<file path="src/rtl/lzd_pkg.sv">
// rtl/lzd_pkg.sv - shared types and constants for the leading-one/zero normaliser
package lzd_pkg;

  typedef enum logic {LZ_ONE = 1'b0, LZ_ZERO = 1'b1} lz_mode_t;

  localparam int GRP = 8;

  function automatic int zp_w(input int width);
    return $clog2(width);
  endfunction

endpackage

</file>
<file path="src/rtl/lzd_grp_enc.sv">
// rtl/lzd_grp_enc.sv - priority encoder for one 8-bit group, position counted from the group MSB
module lzd_grp_enc
  import lzd_pkg::*;
(
  input  logic [GRP-1:0]         data,
  output logic                   hit,
  output logic [$clog2(GRP)-1:0] pos
);

  localparam int PW = $clog2(GRP);

  always_comb begin
    hit = 1'b0;
    pos = '0;
    for (int i = 0; i < GRP; i++) begin
      if (!hit && data[GRP-1-i]) begin
        hit = 1'b1;
        pos = i[PW-1:0];
      end
    end
  end

endmodule

</file>
<file path="src/rtl/lzd_norm_pipe.sv">
// rtl/lzd_norm_pipe.sv - elastic pipelined leading-one/zero detector with left normaliser
module lzd_norm_pipe
  import lzd_pkg::*;
#(
  parameter int WIDTH  = 64,
  parameter int STAGES = 2,
  parameter int CNT_W  = 16
) (
  input  logic                     clk,
  input  logic                     rst_n,
  input  logic                     in_valid,
  output logic                     in_ready,
  input  logic [WIDTH-1:0]         in_data,
  input  logic                     in_mode,
  output logic                     out_valid,
  input  logic                     out_ready,
  output logic [$clog2(WIDTH)-1:0] out_zp,
  output logic                     out_zv,
  output logic [WIDTH-1:0]         out_norm,
  output logic                     out_mode,
  output logic [CNT_W-1:0]         zero_cnt,
  input  logic                     clr_cnt
);

  localparam int ZW = zp_w(WIDTH);
  localparam int NG = WIDTH / GRP;
  localparam int PW = $clog2(GRP);

  typedef struct packed {
    logic [NG-1:0]         hit;
    logic [NG-1:0][PW-1:0] pos;
    logic [WIDTH-1:0]      data;
    lz_mode_t              mode;
  } grp_t;

  typedef struct packed {
    logic [ZW-1:0]    zp;
    logic             zv;
    logic [WIDTH-1:0] norm;
    lz_mode_t         mode;
  } res_t;

  logic [STAGES-1:0]     v;
  logic [STAGES-1:0]     adv;
  logic [WIDTH-1:0]      scan;
  logic [NG-1:0]         grp_hit;
  logic [NG-1:0][PW-1:0] grp_pos;
  grp_t                  grp_c;
  grp_t                  grp_src;
  res_t                  res_c;
  res_t                  res_out;
  logic                  take;

  assign take = in_valid && in_ready;
  assign scan = (lz_mode_t'(in_mode) == LZ_ZERO) ? ~in_data : in_data;

  // group 0 is the most significant byte of the word
  for (genvar g = 0; g < NG; g++) begin : g_enc
    lzd_grp_enc u_enc (
      .data (scan[WIDTH-1-g*GRP -: GRP]),
      .hit  (grp_hit[g]),
      .pos  (grp_pos[g])
    );
  end

  always_comb begin
    grp_c.hit  = grp_hit;
    grp_c.pos  = grp_pos;
    grp_c.data = in_data;
    grp_c.mode = lz_mode_t'(in_mode);
  end

  // descending scan so the most significant hitting group wins
  always_comb begin
    res_c      = '0;
    res_c.mode = grp_src.mode;
    res_c.zv   = ~|grp_src.hit;
    for (int g = NG - 1; g >= 0; g--) begin
      if (grp_src.hit[g]) res_c.zp = ZW'(g * GRP) + ZW'(grp_src.pos[g]);
    end
    res_c.norm = res_c.zv ? '0 : grp_src.data << res_c.zp;
  end

  always_comb begin
    adv = '0;
    adv[STAGES-1] = !v[STAGES-1] || out_ready;
    for (int i = STAGES - 2; i >= 0; i--) adv[i] = !v[i] || adv[i+1];
  end

  assign in_ready  = adv[0];
  assign out_valid = v[STAGES-1];

  always_ff @(posedge clk or negedge rst_n) begin
    if (!rst_n) begin
      v <= '0;
    end else begin
      if (adv[0]) v[0] <= in_valid;
      for (int i = 1; i < STAGES; i++) begin
        if (adv[i]) v[i] <= v[i-1];
      end
    end
  end

  if (STAGES == 1) begin : g_one
    res_t res_q;

    assign grp_src = grp_c;
    assign res_out = res_q;

    always_ff @(posedge clk or negedge rst_n) begin
      if (!rst_n)    res_q <= '0;
      else if (take) res_q <= res_c;
    end
  end else begin : g_multi
    grp_t grp_q;
    res_t res_q [1:STAGES-1];

    assign grp_src = grp_q;
    assign res_out = res_q[STAGES-1];

    // slot 1 holds group flags, slot 2 the final encode, later slots only retime
    always_ff @(posedge clk or negedge rst_n) begin
      if (!rst_n) begin
        grp_q <= '0;
        for (int i = 1; i < STAGES; i++) res_q[i] <= '0;
      end else begin
        if (take) grp_q <= grp_c;
        if (v[0] && adv[1]) res_q[1] <= res_c;
        for (int i = 2; i < STAGES; i++) begin
          if (v[i-1] && adv[i]) res_q[i] <= res_q[i-1];
        end
      end
    end
  end

  assign out_zp   = res_out.zp;
  assign out_zv   = res_out.zv;
  assign out_norm = res_out.norm;
  assign out_mode = res_out.mode;

  always_ff @(posedge clk or negedge rst_n) begin
    if (!rst_n)                                   zero_cnt <= '0;
    else if (clr_cnt)                             zero_cnt <= '0;
    else if (out_valid && out_ready && res_out.zv
             && zero_cnt != {CNT_W{1'b1}})        zero_cnt <= zero_cnt + 1'b1;
  end

endmodule
</file>
<file path="config.mk">
export PLATFORM = sky130hd
export DESIGN_NAME = lzd_norm_pipe
export DESIGN_NICKNAME = d
export VERILOG_FILES = /design/src/rtl/lzd_pkg.sv /design/src/rtl/lzd_grp_enc.sv /design/src/rtl/lzd_norm_pipe.sv
export SDC_FILE = /design/constraint.sdc
export NUM_CORES = 1
export LEC_CHECK = 0
export CELL_PAD_IN_SITES_DETAIL_PLACEMENT = 1
export CELL_PAD_IN_SITES_GLOBAL_PLACEMENT = 2
export CORE_MARGIN = 4
export CORE_UTILIZATION = 38
export DETAILED_ROUTE_END_ITERATION = 8
export GPL_ROUTABILITY_DRIVEN = 0
export MAX_ROUTING_LAYER = met4
export PLACE_DENSITY = 0.92
export SLEW_MARGIN = 20
export SYNTH_ARGS = -nofsm -noshare
export SYNTH_HDL_FRONTEND = slang
export SYNTH_SLANG_ARGS = --single-unit
</file>
<file path="constraint.sdc">
create_clock -name clk -period 6.52 [get_ports clk]
set_input_delay 1.956 -clock clk [delete_from_list [all_inputs] [get_ports clk]]
set_output_delay 1.956 -clock clk [all_outputs]
set_load 0.05 [all_outputs]
</file>
==> flow_summary_export.csv, run 1 <==
group,metric,value,unit
floorplan,core-area,31700,sq um
global_route,grt_pass1_wl,65.5,mm
power_and_ir_drop,design_power_total,4.62,mW
sta,slew_violations,0,
floorplan,die_w,188,um
power_and_ir_drop,ir_drop,0.213,mV
cells_and_area,utilization,46.6,%
sta,hold_ws,0.479,ns
setup_path,r2r_cells,9,
cells_and_area,nNetsFinal,1500,
sta,rsz0062_at_grt,"no",
logic_synthesis,ys_seq_elements,187,
logic_synthesis,syn_avg_cell_area,9.28,sq um
routing,first_iter_violations,954,
clock_tree,clock_sinks,187,
run_status,outcome,"finished clean",
floorplan,placementRows,65,
sta,fmax,0.180,GHz
logic_synthesis,netlist_area,12300,sq um
logic_synthesis,ys.flop_type,"dfrtp_1",
clock_tree,cts_root_buf,"clkbuf_16",
sta,finalHoldViolCount,0,
sta,setup-violations-final,0,
floorplan,num_io_pins,160,
sta,fin_skew,0.0220,ns
clock_tree,htree_levels,4,
place,place_inst,1812,
clock_tree,cts-resized-gates,0,
sta,period_share,85.0,%
routing,routed-via-count,11100,
cells_and_area,stdcell_area,14800,sq um
setup_path,crit_type,"in2out",
clock_tree,cts_tree,"yes",
hold_path,holdPathStages,2,
routing,ant_nets,0,
clock_tree,post_cts_buffers,0,
power_and_ir_drop,power_density,313,nW/um^2
global_route,grt_pass1_vias,11300,
cells_and_area,fin_cells,1844,
clock_tree,cts_made_buffers,17,
cells_and_area,antennaDiodeCount,0,
logic_synthesis,yosysWarnings,0,
power_and_ir_drop,p_leak,6.26,nW
global_route,gr-total-overflow,0,
clock_tree,clk_path_buf_depth,2,
logic_synthesis,yosys.cell_types.count,71,
sta,setup_tns,0,ns
logic_synthesis,syn_nets,1393,
routing,drc,0,
floorplan,dieHeight,188,um
sta,slew_headroom,30.1,%
place,dp_slack,0.983,ns
routing,routedWlPerCell,22.3,um
clock_tree,insertion_delay,0.46,ns
floorplan,die_area,35200,sq um
setup_path,cp_max_fo,5,
routing,wirelength,41.2,mm
logic_synthesis,yosysSeqAreaShare,38.1,%
floorplan,start_util,38.7,%
logic_synthesis,synth_edf_count,0,
setup_path,critPathLaunchType,"primary input",
routing,via_per_inst,6.00,
routing,dr.pass1.iters,5,
place,hpwl,30.7,mm
global_route,antenna_found_initial,0,
setup_path,cp.required,4.56,ns
hold_path,hold_class,"reg2reg",
global_route,grt_max_degree,107,
clock_tree,clk_pin_slew,0.08,ns
logic_synthesis,syn_inst,1322,
clock_tree,cts_hold_buf,0,
cells_and_area,final_layout_size_suffix_gt1_share,11.4,%
setup_path,cp-end-kind,"output pin",
logic_synthesis,async_reset_ff_share,100,%
sta,finalCriticalPeriod,5.54,ns
place,portBuffers,159,
cells_and_area,area_delta_synth_final,20.4,%
job,max-cap-violations,0,
global_route,track_usage,23.7,%
cells_and_area,fill_cells,3626,
setup_path,arrival,3.59,ns
place,place_area,14100,sq um
sta,fin_ws,0.978,ns
sta,worst_slew_pin_slew,1.05,ns
==> final timing paths <==
check                                              start                             to  slack, ns
max in group asynchronous                          rst_n  g_multi.grp_q[12]$_DFFE_PN0P_       3.99
min                             out_norm[29]$_DFFE_PN0P_       out_norm[29]$_DFFE_PN0P_       0.48
max                                            out_ready                       in_ready       0.98
min in group asynchronous                          rst_n       out_norm[10]$_DFFE_PN0P_       1.52
min reg2reg                     out_norm[29]$_DFFE_PN0P_       out_norm[29]$_DFFE_PN0P_       0.48
max reg2reg                g_multi.grp_q[91]$_DFFE_PN0P_       out_norm[31]$_DFFE_PN0P_       2.13
==> cells by family after synthesis <==
kind of cell / count (synthesis) / synth area share (%)
compound gates: 335 / 18.5
simple gates: 407 / 14.9
flops: 187 / 38.1
mux: 267 / 22.9
xor+xnor: 17 / 1.21
fa+ha+maj: 1 / 0.102
buf+inv: 108 / 4.26
==> state kept, by name, indices dropped and copies added (netlist names) <==
name,count
zero_cnt,16
g_multi.grp_q,97
out_norm,64
out_zp,6
v,2
out_mode,1
out_zv,1
==> critical path: stages <==
cell and delay (ns):
clkdlybuf4s50_1 0.49, nand3b_1 0.27, clkdlybuf4s50_1 0.87
==> layout make-up <==
| type | instances | area [sq um] | share of cell area [%] |
|---|---|---|---|
| Inverter | 20 | 75.1 | 0.508 |
| Timing Repair Buffer | 176 | 1760 | 11.9 |
| Tap cell | 402 | 503 | 3.40 |
| Sequential cell | 187 | 4680 | 31.7 |
| Multi-Input combinational cell | 1027 | 7110 | 48.1 |
| Clock buffer | 17 | 425 | 2.88 |
| Clock inverter | 15 | 228 | 1.54 |
==> routing by layer <==
layer	part of all wire, %	GRT usage [%]	vias up
li1	-	-	5115
met1	47	32.9	5552
met2	46	35.9	333
met3	4.9	3.80	65
met4	2.6	7.31	0
met5	0	-	-
==> layout by cell type (no fill, tap or decap), types with 10 or more instances in the layout <==
| cell | count |
|---|---|
| mux2_2 | 75 |
| dfrtp_1 | 187 |
| nor3_1 | 37 |
| nor2b_1 | 16 |
| and3_1 | 10 |
| nand2_1 | 151 |
| nor4_1 | 12 |
| clkdlybuf4s50_1 | 157 |
| o211ai_1 | 10 |
| o22ai_1 | 27 |
| mux2i_1 | 185 |
| a221oi_1 | 26 |
| a22oi_1 | 27 |
| xor2_1 | 11 |
| buf_4 | 14 |
| o21ai_1 | 13 |
| clkbuf_16 | 17 |
| o21ai_0 | 83 |
| nor2_1 | 114 |
| nand3_1 | 24 |
| a31o_2 | 10 |
| a21oi_1 | 52 |
| inv_1 | 19 |
==> power breakdown <==
| group | total [mW] | leakage, nW | switching [mW] | internal (mW) |
|---|---|---|---|---|
| Sequential | 1.55 | 2.28 | 0.186 | 1.36 |
| Clock | 1.17 | 0.310 | 0.538 | 0.627 |
| Combinational | 1.91 | 3.66 | 1.22 | 0.684 |
| Total | 4.62 | 6.26 | 1.95 | 2.67 |
==> cells in the mapped netlist (all sizes together) (4+ instances only) <==
cell,instances,area share [%]
mux2i,189,16
dfrtp,187,38
nand2,153,4.7
nor2,115,3.5
o21ai,97,4.0
mux2,77,7.1
a21oi,55,2.3
clkbuf,47,1.4
buf,41,2.2
nor3,37,1.5
a22oi,27,1.7
o22ai,27,1.4
a221oi,26,1.9
nand3,24,0.98
inv,20,0.61
nor2b,16,0.82
nor4,12,0.61
xor2,11,0.78
a31o,10,0.71
and3,10,0.51
o211ai,10,0.61
a22o,9,0.64
a31oi,9,0.46
a221o,8,0.65
and2,8,0.41
o221ai,8,0.57
or2,8,0.41
a311oi,7,0.50
nand2b,7,0.36
a211oi,6,0.41
xnor2,6,0.43
nand4,5,0.25
a211o,4,0.29
a32oi,4,0.35
or3,4,0.24
Note: power is estimated with default switching activity, not from simulation.
==> run 2: changes to the inputs <==
--- a/config.mk
+++ b/config.mk
@@ -13,7 +13,6 @@
 export GPL_ROUTABILITY_DRIVEN = 0
 export MAX_ROUTING_LAYER = met4
 export PLACE_DENSITY = 0.92
-export SLEW_MARGIN = 20
 export SYNTH_ARGS = -nofsm -noshare
 export SYNTH_HDL_FRONTEND = slang
 export SYNTH_SLANG_ARGS = --single-unit
==> constraint.sdc (replaced) <==
create_clock -name clk -period 6.52 [get_ports clk]
set_input_delay 1.956 -clock clk [delete_from_list [all_inputs] [get_ports clk]]
set_output_delay 1.956 -clock clk [all_outputs]
set_load 0.005 [all_outputs]
==> run 2 against run 1 <==
Net effect:
- non-clock buffer count grew 1
- fmax grew 6.2%
- die area unchanged
- largest power group is now registers
- register-to-register slack improved by 0.05 ns
- global-route usage is 0.47 points lower
- routed wire length decreased by 1.4%
- clock-buffer cell count grew 2
- core utilization down 0.28 points
- highest routed layer unchanged
==> flow_summary_export.csv, run 2 (same netlist as run 1, synthesis figures left out) <==
group,metric,value,unit
run_status,outcome,"finished clean",
clock_tree,clk_pin_slew,0.08,ns
place,place_area,14100,sq um
sta,slew_violations,0,
cells_and_area,final_layout_size_suffix_gt1_share,11.4,%
global_route,antenna_found_initial,0,
place,dp_slack,1.30,ns
sta,period_share,80.1,%
clock_tree,clk_path_buf_depth,2,
setup_path,rrSetupSlack,2.18,ns
cells_and_area,layout_commonest_cell,"dfrtp_1",
clock_tree,cts_made_buffers,17,
routing,ant_nets,0,
clock_tree,cts_hold_buf,0,
cells_and_area,regMostFlops,"g_multi.grp_q",
place,hpwl,30.6,mm
cells_and_area,largest_reg_flops,97,
setup_path,timing.rr.end,"out_norm[63]$_DFFE_PN0P_",
routing,routed-via-count,11000,
setup_path,cp_slowest_stage_delay,0.56,ns
sta,fmax,0.192,GHz
sta,slew_headroom,28.4,%
clock_tree,insertion_delay,0.46,ns
cells_and_area,layout_common_cells,"dfrtp_1, mux2i_1, clkdlybuf4s50_1",
global_route,grt_pass1_vias,11100,
setup_path,cp_common_cell,"clkdlybuf4s50_1",
sta,finalCriticalPeriod,5.22,ns
clock_tree,cts-resized-gates,0,
cells_and_area,antennaDiodeCount,0,
clock_tree,clock_sinks,187,
setup_path,cp-end-kind,"output pin",
setup_path,cp_max_fo,5,
routing,drc,0,
setup_path,cp.required,4.56,ns
sta,setup-violations-final,0,
setup_path,crit_type,"in2out",
clock_tree,htree_levels,4,
setup_path,startpoint,"out_ready",
power_and_ir_drop,p_leak,6.22,nW
floorplan,placementRows,65,
setup_path,timing.rr.start,"g_multi.grp_q[89]$_DFFE_PN0P_",
floorplan,core-area,31700,sq um
power_and_ir_drop,ir_drop,0.205,mV
setup_path,arrival,3.26,ns
global_route,grt_max_degree,138,
cells_and_area,area_delta_synth_final,19.6,%
global_route,grt_pass1_wl,64.7,mm
power_and_ir_drop,power_density,275,nW/um^2
clock_tree,cts_tree,"yes",
setup_path,cp_cell_sequence,"clkdlybuf4s50_1 -> nand3b_1 -> clkdlybuf4s50_1",
floorplan,die_area,35200,sq um
routing,routedWlPerCell,22.0,um
sta,finalHoldViolCount,0,
clock_tree,post_cts_buffers,0,
place,portBuffers,159,
sta,rsz0062_at_grt,"no",
routing,wirelength,40.6,mm
power_and_ir_drop,design_power_total,4.04,mW
routing,first_iter_violations,1091,
sta,worst_slew_pin_slew,1.06,ns
setup_path,slowest_stage,"clkdlybuf4s50_1",
hold_path,hold_class,"reg2reg",
sta,setup_tns,0,ns
floorplan,num_io_pins,160,
setup_path,cp-endpoint,"in_ready",
sta,fin_ws,1.30,ns
clock_tree,cts_root_buf,"clkbuf_16",
setup_path,critPathLaunchType,"primary input",
cells_and_area,nNetsFinal,1501,
floorplan,dieHeight,188,um
job,max-cap-violations,0,
floorplan,die_w,188,um
sta,fin_skew,0.0163,ns
global_route,gr-total-overflow,0,
floorplan,start_util,38.7,%
routing,via_per_inst,5.95,
setup_path,r2r_cells,9,
global_route,track_usage,23.3,%
cells_and_area,stdcell_area,14700,sq um
routing,dr.pass1.iters,6,
run 2: cell types whose count changed in the layout (fill, tap and decap cells not counted):
cell	previous run	this run
clkinv_8	4	1
buf_12	3	2
clkbuf_1	0	1
clkinv_4	0	2
clkinv_2	0	1
clkbuf_8	1	2
inv_6	4	3
bufinv_16	3	0
inv_8	2	4
buf_4	14	16
run 2: area by class of cell:
cell class,count,area (sq um)
Fill cell,3634,17000
Multi-Input combinational cell,1027,7110
Sequential cell,187,4680
Timing Repair Buffer,177,1750
Tap cell,402,503
Clock buffer,19,443
Clock inverter,13,125
Inverter,20,75.1
run 2: worst min-delay path by stage:
stage | from | end | depth (start not counted)
detailed placement | out_zp[5]$_DFFE_PN0P_ | out_zp[5]$_DFFE_PN0P_ | 2
finish | out_norm[29]$_DFFE_PN0P_ | out_norm[29]$_DFFE_PN0P_ | 2
CTS | g_multi.grp_q[0]$_DFFE_PN0P_ | out_mode$_DFFE_PN0P_ | 2
global route | g_multi.grp_q[0]$_DFFE_PN0P_ | out_mode$_DFFE_PN0P_ | 2
floorplan | g_multi.grp_q[0]$_DFFE_PN0P_ | out_mode$_DFFE_PN0P_ | 2
global placement | g_multi.grp_q[0]$_DFFE_PN0P_ | out_mode$_DFFE_PN0P_ | 2
run 2: routing by layer:
metal / part of all wire (%) / GRT usage [%] / vias to the layer above
met5: 0 / - / -
li1: - / - / 5119
met4: 2.1 / 6.32 / 0
met1: 48 / 33.2 / 5477
met2: 45 / 34.5 / 331
met3: 5.1 / 3.82 / 50
run 2: worst max-delay path, delay by kind of cell:
kind | cells | cell delay (ns)
buffers and inverters | 2 | 1.05
and+or+nand+nor | 1 | 0.26
run 2: power breakdown:
group	switching (mW)	internal, mW
Combinational	0.771	0.683
Clock	0.523	0.516
Sequential	0.188	1.36
Total	1.48	2.56
run 2: through the flow:
step / utilization (%) / instances / hold WS [ns]
detailed placement: 44.5 / 1813 / 0.465
global route: 46.3 / 1845 / 0.502
CTS: 46.3 / 1845 / 0.483
floorplan: - / 1322 / 0.433
global placement: 44.5 / 1813 / 0.444
finish: 46.3 / 1845 / 0.480
